===== src/rtl/stream_adder_arbiter_pkg.sv =====
// rtl/stream_adder_arbiter_pkg.sv - shared constants and width helpers for stream_adder_arbiter
package stream_arb_pkg;

  localparam int MIN_FIFO_DEPTH = 3;
  localparam int PIPE_DEPTH     = 2;

  function automatic int clog2(input int value);
    int r;
    r = 0;
    while ((1 << r) < value) r++;
    return r;
  endfunction

  function automatic int ch_width(input int num_ch);
    return (num_ch < 2) ? 1 : clog2(num_ch);
  endfunction

endpackage


===== src/rtl/stream_adder_arbiter_if.sv =====
// rtl/stream_adder_arbiter_if.sv - operand request streams and result stream of stream_adder_arbiter
interface stream_adder_arbiter_if
  import stream_arb_pkg::*;
#(
  parameter int NUM_CH     = 4,
  parameter int DATA_WIDTH = 16
);
  localparam int CH_W = ch_width(NUM_CH);

  logic [NUM_CH*DATA_WIDTH-1:0] s_a_tdata;
  logic [NUM_CH*DATA_WIDTH-1:0] s_b_tdata;
  logic [NUM_CH-1:0]            s_tvalid;
  logic [NUM_CH-1:0]            s_tready;
  logic [DATA_WIDTH-1:0]        m_tdata;
  logic [CH_W-1:0]              m_tuser;
  logic                         m_tvalid;
  logic                         m_tready;

  modport master (
    output s_a_tdata, s_b_tdata, s_tvalid, m_tready,
    input  s_tready, m_tdata, m_tuser, m_tvalid
  );

  modport slave (
    input  s_a_tdata, s_b_tdata, s_tvalid, m_tready,
    output s_tready, m_tdata, m_tuser, m_tvalid
  );

endinterface


===== src/rtl/stream_adder_arbiter_rr_arbiter.sv =====
// rtl/stream_adder_arbiter_rr_arbiter.sv - round-robin search from a registered pointer
module rr_arbiter
  import stream_arb_pkg::*;
#(
  parameter int NUM_CH = 4,
  parameter int CH_W   = ch_width(NUM_CH)
) (
  input  logic [NUM_CH-1:0] req,
  input  logic [CH_W-1:0]   ptr,
  output logic [NUM_CH-1:0] grant,
  output logic [CH_W-1:0]   grant_idx,
  output logic              grant_any
);

  always_comb begin
    int              c;
    logic [CH_W-1:0] sel;
    grant     = '0;
    grant_idx = '0;
    grant_any = 1'b0;
    c         = 0;
    sel       = '0;
    for (int off = 0; off < NUM_CH; off++) begin
      c   = (int'(ptr) + off) % NUM_CH;
      sel = CH_W'(c);
      if (!grant_any && req[sel]) begin
        grant[sel] = 1'b1;
        grant_idx  = sel;
        grant_any  = 1'b1;
      end
    end
  end

endmodule


===== src/rtl/stream_adder_arbiter.sv =====
// rtl/stream_adder_arbiter.sv - shared registered adder with round-robin input arbitration and output FIFO
// Optional per-channel accept counters: STREAM_ARB_STATS_EN
module stream_adder_arbiter
  import stream_arb_pkg::*;
#(
  parameter int NUM_CH     = 4,
  parameter int DATA_WIDTH = 16,
  parameter int FIFO_DEPTH = 4
) (
  input  logic                  clk,
  input  logic                  resetn,
  stream_adder_arbiter_if.slave bus
`ifdef STREAM_ARB_STATS_EN
  ,
  output logic [NUM_CH*32-1:0]  grant_cnt
`endif
);

  localparam int CH_W  = ch_width(NUM_CH);
  localparam int DEPTH = (FIFO_DEPTH < MIN_FIFO_DEPTH) ? MIN_FIFO_DEPTH : FIFO_DEPTH;
  localparam int AW    = clog2(DEPTH);
  localparam int OCC_W = clog2(DEPTH + PIPE_DEPTH + 1);

  typedef logic [CH_W-1:0]       ch_t;
  typedef logic [DATA_WIDTH-1:0] data_t;
  typedef logic [AW-1:0]         addr_t;
  typedef logic [OCC_W-1:0]      occ_t;

  logic  run_q, run_d;
  ch_t   ptr_q, ptr_d;
  logic  iss_v_q, iss_v_d;
  data_t iss_a_q, iss_a_d, iss_b_q, iss_b_d;
  ch_t   iss_id_q, iss_id_d;
  logic  add_v_q, add_v_d;
  data_t add_sum_q, add_sum_d;
  ch_t   add_id_q, add_id_d;
  data_t mem_data_q [DEPTH];
  data_t mem_data_d [DEPTH];
  ch_t   mem_id_q [DEPTH];
  ch_t   mem_id_d [DEPTH];
  addr_t wr_q, wr_d, rd_q, rd_d;
  occ_t  occ_q, occ_d;

  logic [NUM_CH-1:0] grant;
  ch_t               grant_idx;
  logic              grant_any;
  logic              credit, accept, push, pop;
  occ_t              inflight;

  rr_arbiter #(.NUM_CH(NUM_CH), .CH_W(CH_W)) u_rr_arbiter (
    .req       (bus.s_tvalid),
    .ptr       (ptr_q),
    .grant     (grant),
    .grant_idx (grant_idx),
    .grant_any (grant_any)
  );

  function automatic addr_t next_addr(input addr_t a);
    return (a == addr_t'(DEPTH - 1)) ? '0 : a + 1'b1;
  endfunction

  // Every accepted pair owns a FIFO slot from issue until it is popped, so a push never hits a full FIFO.
  always_comb begin
    inflight     = occ_t'(iss_v_q) + occ_t'(add_v_q);
    credit       = run_q && ((occ_q + inflight) < occ_t'(DEPTH));
    accept       = credit && grant_any;
    push         = add_v_q;
    pop          = (occ_q != '0) && bus.m_tready;
    bus.s_tready = credit ? grant : '0;
    bus.m_tvalid = (occ_q != '0);
    bus.m_tdata  = (occ_q != '0) ? mem_data_q[rd_q] : '0;
    bus.m_tuser  = (occ_q != '0) ? mem_id_q[rd_q] : '0;
  end

  always_comb begin
    run_d    = 1'b1;
    ptr_d    = ptr_q;
    iss_v_d  = accept;
    iss_a_d  = iss_a_q;
    iss_b_d  = iss_b_q;
    iss_id_d = iss_id_q;
    if (accept) begin
      ptr_d    = (grant_idx == ch_t'(NUM_CH - 1)) ? '0 : grant_idx + 1'b1;
      iss_a_d  = bus.s_a_tdata[grant_idx*DATA_WIDTH +: DATA_WIDTH];
      iss_b_d  = bus.s_b_tdata[grant_idx*DATA_WIDTH +: DATA_WIDTH];
      iss_id_d = grant_idx;
    end

    add_v_d   = iss_v_q;
    add_sum_d = iss_a_q + iss_b_q;
    add_id_d  = iss_id_q;

    mem_data_d = mem_data_q;
    mem_id_d   = mem_id_q;
    wr_d       = wr_q;
    rd_d       = rd_q;
    if (push) begin
      mem_data_d[wr_q] = add_sum_q;
      mem_id_d[wr_q]   = add_id_q;
      wr_d             = next_addr(wr_q);
    end
    if (pop) rd_d = next_addr(rd_q);
    occ_d = occ_q + occ_t'(push) - occ_t'(pop);
  end

  always_ff @(posedge clk or negedge resetn) begin
    if (!resetn) begin
      run_q     <= 1'b0;
      ptr_q     <= '0;
      iss_v_q   <= 1'b0;
      iss_a_q   <= '0;
      iss_b_q   <= '0;
      iss_id_q  <= '0;
      add_v_q   <= 1'b0;
      add_sum_q <= '0;
      add_id_q  <= '0;
      for (int i = 0; i < DEPTH; i++) begin
        mem_data_q[i] <= '0;
        mem_id_q[i]   <= '0;
      end
      wr_q  <= '0;
      rd_q  <= '0;
      occ_q <= '0;
    end else begin
      run_q      <= run_d;
      ptr_q      <= ptr_d;
      iss_v_q    <= iss_v_d;
      iss_a_q    <= iss_a_d;
      iss_b_q    <= iss_b_d;
      iss_id_q   <= iss_id_d;
      add_v_q    <= add_v_d;
      add_sum_q  <= add_sum_d;
      add_id_q   <= add_id_d;
      mem_data_q <= mem_data_d;
      mem_id_q   <= mem_id_d;
      wr_q       <= wr_d;
      rd_q       <= rd_d;
      occ_q      <= occ_d;
    end
  end

`ifdef STREAM_ARB_STATS_EN
  logic [31:0] gcnt_q [NUM_CH];
  logic [31:0] gcnt_d [NUM_CH];

  always_comb begin
    gcnt_d = gcnt_q;
    if (accept) gcnt_d[grant_idx] = gcnt_q[grant_idx] + 32'd1;
    for (int i = 0; i < NUM_CH; i++) grant_cnt[i*32 +: 32] = gcnt_q[i];
  end

  always_ff @(posedge clk or negedge resetn) begin
    if (!resetn) begin
      for (int i = 0; i < NUM_CH; i++) gcnt_q[i] <= '0;
    end else begin
      gcnt_q <= gcnt_d;
    end
  end
`endif

endmodule


===== src/flat_wrapper.sv =====
// flat-port wrapper written by rule: the top's interface ports become plain ports
module stream_adder_arbiter_flat import stream_arb_pkg::*;
#(
  parameter int NUM_CH     = 4,
  parameter int DATA_WIDTH = 16,
  parameter int FIFO_DEPTH = 4
)
  (clk, resetn, bus_s_a_tdata, bus_s_b_tdata, bus_s_tvalid, bus_m_tready, bus_s_tready, bus_m_tdata, bus_m_tuser, bus_m_tvalid);
  stream_adder_arbiter_if #(.NUM_CH(NUM_CH), .DATA_WIDTH(DATA_WIDTH)) bus_i ();
  input  logic clk;
  input  logic resetn;
  input wire logic [$bits(bus_i.s_a_tdata)-1:0] bus_s_a_tdata;
  input wire logic [$bits(bus_i.s_b_tdata)-1:0] bus_s_b_tdata;
  input wire logic [$bits(bus_i.s_tvalid)-1:0] bus_s_tvalid;
  input wire logic [$bits(bus_i.m_tready)-1:0] bus_m_tready;
  output wire logic [$bits(bus_i.s_tready)-1:0] bus_s_tready;
  output wire logic [$bits(bus_i.m_tdata)-1:0] bus_m_tdata;
  output wire logic [$bits(bus_i.m_tuser)-1:0] bus_m_tuser;
  output wire logic [$bits(bus_i.m_tvalid)-1:0] bus_m_tvalid;
  assign bus_i.s_a_tdata = bus_s_a_tdata;
  assign bus_i.s_b_tdata = bus_s_b_tdata;
  assign bus_i.s_tvalid = bus_s_tvalid;
  assign bus_i.m_tready = bus_m_tready;
  assign bus_s_tready = bus_i.s_tready;
  assign bus_m_tdata = bus_i.m_tdata;
  assign bus_m_tuser = bus_i.m_tuser;
  assign bus_m_tvalid = bus_i.m_tvalid;
  stream_adder_arbiter #(.NUM_CH(NUM_CH), .DATA_WIDTH(DATA_WIDTH), .FIFO_DEPTH(FIFO_DEPTH)) u_core (.clk(clk), .resetn(resetn), .bus(bus_i));
endmodule

===== config.mk =====
export PLATFORM = sky130hd
export DESIGN_NAME = stream_adder_arbiter_flat
export DESIGN_NICKNAME = d
export VERILOG_FILES = /design/src/rtl/stream_adder_arbiter_pkg.sv /design/src/rtl/stream_adder_arbiter_if.sv /design/src/rtl/stream_adder_arbiter_rr_arbiter.sv /design/src/rtl/stream_adder_arbiter.sv /design/src/flat_wrapper.sv
export SDC_FILE = /design/constraint.sdc
export NUM_CORES = 1
export LEC_CHECK = 0
export BUFFER_PORTS_ARGS = -buffer_cell sky130_fd_sc_hd__buf_2
export CAP_MARGIN = 40
export CORE_UTILIZATION = 32
export CTS_CLUSTER_DIAMETER = 80
export DETAILED_ROUTE_END_ITERATION = 16
export MAX_ROUTING_LAYER = met4
export PLACE_DENSITY = 0.52
export SYNTH_ARGS = -nofsm -noshare
export SYNTH_HDL_FRONTEND = slang
export SYNTH_SLANG_ARGS = --single-unit

===== constraint.sdc =====
create_clock -name clk -period 7.8 [get_ports clk]
set_input_delay 1.56 -clock clk [delete_from_list [all_inputs] [get_ports clk]]
set_output_delay 1.56 -clock clk [all_outputs]
set_load 0.01 [all_outputs]

==> results.cfg, run 1 <==
[status]
outcome = finished clean

[setup_path]
r2r_start = u_core.ptr_q[0]$_DFFE_PN0P_
reg2regPathDepth = 11
worstReg2RegEnd = u_core.iss_a_q[7]$_DFFE_PN0P_
regToRegSetupSlack_ns = 4.20
path_max_fanout = 6
arrival_ns = 3.22
crit_required_ns = 6.24
crit_end = bus_s_tready[1]
cp-end-kind = primary output
path_class = input pin to primary output
cp-startpoint = bus_s_tvalid[1]
start_kind = input pin

[global_route]
met1_usage_pct = 19.7
gr-total-overflow = 0
grtUsageTotal_pct = 15.5
grt-busiest-layer = met2
grt_max_degree = 63
grt_pass1_vias = 5517
grt_antenna_before_repair = 0
grt_use_met2_pct = 24.9
grt_pass1_wl_um = 28200
grtUsageMet3_pct = 3.03

[timing]
fmax_ghz = 0.209
grt_setup_unrepaired = false
fin_skew_ns = 0.00685
post-route-period-util_pct = 61.3
finalHoldViolCount = 0
drv_slew = 0
tightest_slew_ns = 0.704
period_needed_ns = 4.78
setup-tns-final_ns = 0
setup_violations = 0
relSlewSlack_pct = 51.7

[pwr]
pwr-share-comb_pct = 52.1
vdd_drop_max_mv = 0.314
pwr-share-seq_pct = 29.9
power_switching_mw = 1.66
p_int_mw = 2.78
p_clk_share_pct = 18.0
p_sw_share_pct = 37.4
power.density_mw_per_mm2 = 482
p_leak_nw = 4.39

[drt]
drt-total-wl_um = 16800
ant_nets = 0
drtPass1Iterations = 4
via_per_inst = 5.00
route.detailed.drc = 0
wl_per_cell_um = 16.1
num_vias = 5207
first_iter_violations = 245

[clock_network]
clkSlewWorstSetupHoldPaths_ns = 0.06
cts_sinks = 136
holdBufCountCts = 0
cts_tree = done
root_buffer = clkbuf_16
h-tree-depth = 4
cts_resized = 0
worstSkewPairLatency_ns = 0.41
numCtsBuffers = 17
post_cts.repair.setup_buffers = 0
max-clock-path-buffers = 2

[logic_synthesis]
synth_cell_types = 44
synth_top_area_cell = dfrtp_1
postSynthAreaPerCell_um2 = 12.7
synth_nets = 753
synth_cells = 585
ys.flop_type = dfrtp_1
async_flop_share_pct = 100
synth_edf_count = 0
synth-seq-cells = 136
ys_top_cells_by_area = dfrtp_1 (46%), mux2_2 (11%), mux2i_1 (9.3%)
ys_seq_area_share_pct = 45.9
ys.warnings.count = 0
synth.top_cell.area_share_pct = 45.9
synth_area_mm2 = 0.00742

[layout]
drive_gt1_share_pct = 39.8
diodes = 0
nets = 912
final_cell_mix = buf_2 (156), dfrtp_1 (136), mux2_2 (73), mux2i_1 (69)
area_delta_synth_final_pct = 24.3
final_area_mm2 = 0.00922
layout_commonest_cell = buf_2
fillCellCount = 2144

[hold_path]
min_path_type = register to register

[floorplanning]
rows = 55
die_h_um = 154
dieWidth_um = 154
die_area_mm2 = 0.0238
core_mm2 = 0.0227
initial_core_util_pct = 32.7
ios = 158

[placed_design]
port_buffers = 157
dp_hpwl_um = 12400
gp_congestion = 0.802
postPlaceCellArea_mm2 = 0.00860

[run]
timing.max_cap.violations = 0
-- worst min-delay path by stage --
stage | start | slack (ns) | depth (start not counted) | endpoint
2_1_floorplan | u_core.add_id_d[0]$_DFFE_PN0P_ | 0.35 | 0 | u_core.add_id_q[0]$_DFF_PN0_
3_3_place_gp | u_core.add_v_d$_DFF_PN0_ | 0.37 | 0 | u_core.add_v_q$_DFF_PN0_
3_5_place_dp | u_core.add_v_d$_DFF_PN0_ | 0.38 | 0 | u_core.add_v_q$_DFF_PN0_
4_1_cts | u_core.add_v_d$_DFF_PN0_ | 0.39 | 0 | u_core.add_v_q$_DFF_PN0_
5_1_grt | u_core.add_v_d$_DFF_PN0_ | 0.41 | 0 | u_core.add_v_q$_DFF_PN0_
6_report | u_core.add_v_d$_DFF_PN0_ | 0.39 | 0 | u_core.add_v_q$_DFF_PN0_
-- layer usage --
layer / routed length, µm / vias up
li1: - / 2491
met1: 7780 / 2554
met2: 8130 / 151
met3: 672 / 11
met4: 173 / 0
met5: 0 / -
-- logic make-up (layout without fill, tap and decap cells) --
group / after synthesis / count (layout) / synth area share, %
buf+inv: 44 / 215 / 3.48
other cells: 1 / 1 / 0.0506
simple gates: 70 / 70 / 4.74
xor+xnor: 18 / 18 / 2.13
fa+ha+maj: 33 / 33 / 5.77
compound gates: 120 / 120 / 11.2
flops: 136 / 136 / 45.9
mux: 163 / 163 / 26.8
-- flip-flops by register name (all words and copies together) (netlist names), 2 cells and up --
signal	cells
u_core.mem_data_q	64
u_core.iss_a_q	16
u_core.add_id_q	2
u_core.rd_q	2
u_core.wr_q	2
u_core.add_sum_q	16
u_core.occ_q	3
u_core.add_id_d	2
u_core.iss_b_q	16
u_core.mem_id_q	8
u_core.ptr_q	2
-- power groups by stage --
stage	Combinational (mW)	Clock, mW	Sequential, mW
after global routing	2.56	0.858	1.38
after floorplan	1.87	0	1.23
after CTS	2.33	0.824	1.33
final	2.32	0.802	1.33
after global placement	2.19	0	1.32
after detailed placement	2.32	0	1.34
-- synthesized netlist by cell type (2+ instances only) --
cell type	instances
nor3_1	3
nor2_1	16
a21oi_1	12
a31o_2	2
o21ai_1	32
nand2_1	21
a211oi_1	2
buf_2	5
or3_1	2
ha_1	31
a2111o_1	2
mux4_2	21
nor2b_1	2
and2_1	20
buf_12	3
xnor2_1	12
a31oi_1	3
inv_1	13
a22oi_1	4
nor3b_1	2
mux2_2	73
a2bb2oi_1	32
mux2i_1	69
buf_6	5
fa_1	2
xor2_1	6
o21bai_1	3
a221oi_1	6
a21o_1	8
o21ai_0	8
dfrtp_1	136
clkbuf_1	17
-- metrics by stage --
stage                     power [mW]  utilization [%]  worst slack (ns)  hold slack [ns]  cells
after floorplan                 3.09                -              3.43            0.354    585
after global placement          3.51             37.0              3.17            0.372   1002
after detailed placement        3.66             37.9              3.09            0.381   1009
after CTS                       4.49             40.5              3.08            0.393   1040
after global routing            4.80             40.6              2.94            0.414   1041
final                           4.45             40.6              3.02            0.394   1041
-- worst max-delay path, stage by stage --
cell,delay (ns)
buf_2,0.14
mux4_2,0.49
nor2b_1,0.18
nor3b_1,0.43
a221oi_1,0.17
nor2_1,0.13
buf_2,0.14
-- cell type report --
| type | count | area, µm² | area share [%] |
|---|---|---|---|
| Inverter | 14 | 52.6 | 0.570 |
| Clock inverter | 13 | 155 | 1.68 |
| Sequential cell | 136 | 3400 | 36.9 |
| Timing Repair Buffer | 170 | 1050 | 11.4 |
| Tap cell | 285 | 357 | 3.87 |
| Multi-Input combinational cell | 405 | 3760 | 40.8 |
| Clock buffer | 18 | 439 | 4.76 |
(Power assumes the default switching activity.)
==> inputs of run 2 (changes only) <==
==> constraint.sdc (replaced) <==
create_clock -name clk -period 4.96 [get_ports clk]
set_input_delay 0.992 -clock clk [delete_from_list [all_inputs] [get_ports clk]]
set_output_delay 0.992 -clock clk [all_outputs]
set_load 0.01 [all_outputs]
==> results.cfg, run 2 (synthesis results as in run 1) <==
[status]
outcome = finished clean

[floorplanning]
rows = 55
ios = 158
core_mm2 = 0.0227
initial_core_util_pct = 32.7
die_h_um = 154
dieWidth_um = 154
die_area_mm2 = 0.0238

[global_route]
grtUsageTotal_pct = 15.1
grt_antenna_before_repair = 0
grt_pass1_vias = 5388
gr-total-overflow = 0
grt_pass1_wl_um = 27300
grt_max_degree = 97

[clock_network]
holdBufCountCts = 0
numCtsBuffers = 17
worstSkewPairLatency_ns = 0.41
cts_tree = done
root_buffer = clkbuf_16
h-tree-depth = 4
post_cts.repair.setup_buffers = 0
cts_sinks = 136
max-clock-path-buffers = 2
clkSlewWorstSetupHoldPaths_ns = 0.06
cts_resized = 0

[timing]
relSlewSlack_pct = 42.2
fmax_ghz = 0.248
setup_violations = 0
setup-tns-final_ns = 0
drv_slew = 0
period_needed_ns = 4.04
grt_setup_unrepaired = false
finalHoldViolCount = 0
fin_skew_ns = 0.00809
hold_slack_ns = 0.394
post-route-period-util_pct = 81.4
tightest_slew_ns = 0.867

[layout]
diodes = 0
nets = 910
final_cell_mix = buf_2 (156), dfrtp_1 (136), mux2_2 (73), mux2i_1 (69)
drive_gt1_share_pct = 39.6
largest_reg_flops = 64
area_delta_synth_final_pct = 24.1
multi_input_area_mm2 = 0.00376
largest_register = u_core.mem_data_q
ff_latch_area_mm2 = 0.00340
layout_commonest_cell = buf_2
fillCellCount = 2128

[pwr]
p_leak_nw = 4.38
power.density_mw_per_mm2 = 761
power.total_mw = 7.01
vdd_drop_max_mv = 0.327

[drt]
route.detailed.drc = 0
via_per_inst = 4.94
wl_per_cell_um = 15.7
first_iter_violations = 175
ant_nets = 0
num_vias = 5138
drt-total-wl_um = 16300
drtPass1Iterations = 4

[setup_path]
slowest_delay_ns = 0.67
critPathSlowestCell = dfrtp_1
worstPathCellList = inv_2, ha_1, mux4_2, nor3b_1, a221oi_1, nor2_1, buf_2
crit_required_ns = 3.97
start_kind = register
arrival_ns = 3.05
path_max_fanout = 12
cp-end-kind = primary output
path_class = register to primary output

[placed_design]
gp_congestion = 0.812
port_buffers = 157
dp_hpwl_um = 12200

[hold_path]
min_path_type = register to register

[run]
timing.max_cap.violations = 0
## run 2: layer usage
layer | track usage (%) | up-vias | wire length [µm]
li1 | - | 2488 | -
met5 | - | - | 0
met4 | 4.62 | 0 | 204
met2 | 24.3 | 137 | 7910
met1 | 19.1 | 2497 | 7560
met3 | 3.03 | 16 | 658
## run 2: worst max-delay path: cells and delay by family, from the launching register on
family,cells,cell delay [ns]
fa+ha+maj,1,0.42
mux,1,0.43
flops,1,0.67
simple gates,2,0.61
compound gates,1,0.18
buf+inv,2,0.33
## run 2: metrics by stage
step / setup slack (ns) / instance area (µm²) / std cells / util [%]
CTS: 0.906 / 9200 / 1040 / 40.5
global route: 0.650 / 9200 / 1040 / 40.5
floorplan: 1.73 / 7420 / 585 / -
detailed placement: 1.29 / 8580 / 1008 / 37.8
finish: 0.920 / 9200 / 1040 / 40.5
global placement: 1.46 / 8420 / 1002 / 37.1
## run 2: final cells by class
cell class,instances,share of cell area [%]
clock buffers,19,4.81
clock inverters,13,1.93
inverters,14,0.571
multi-input cells,405,40.9
flip-flops and latches,136,37.0
well taps,285,3.87
repair buffers,168,10.9
## run 2: power by group
group	total, mW	internal (mW)	switching, mW
clock network	1.31	0.850	0.456
logic	3.62	1.87	1.75
registers	2.08	1.69	0.392
total	7.01	4.41	2.60
## run 2: final timing paths
check | start | endpoint | slack [ns] | cells past startpoint
setup / recovery | u_core.ptr_q[0]$_DFFE_PN0P_ | bus_s_tready[0] | 0.92 | 7
hold / removal | u_core.add_v_d$_DFF_PN0_ | u_core.add_v_q$_DFF_PN0_ | 0.39 | 0
setup reg to reg | u_core.ptr_q[0]$_DFFE_PN0P_ | u_core.iss_a_q[7]$_DFFE_PN0P_ | 1.52 | 10
hold reg to reg | u_core.add_v_d$_DFF_PN0_ | u_core.add_v_q$_DFF_PN0_ | 0.39 | 0
max in group asynchronous | resetn | u_core.add_id_d[0]$_DFFE_PN0P_ | 3.23 | 2
min in group asynchronous | resetn | u_core.mem_data_q[62]$_DFFE_PN0P_ | 0.66 | 1
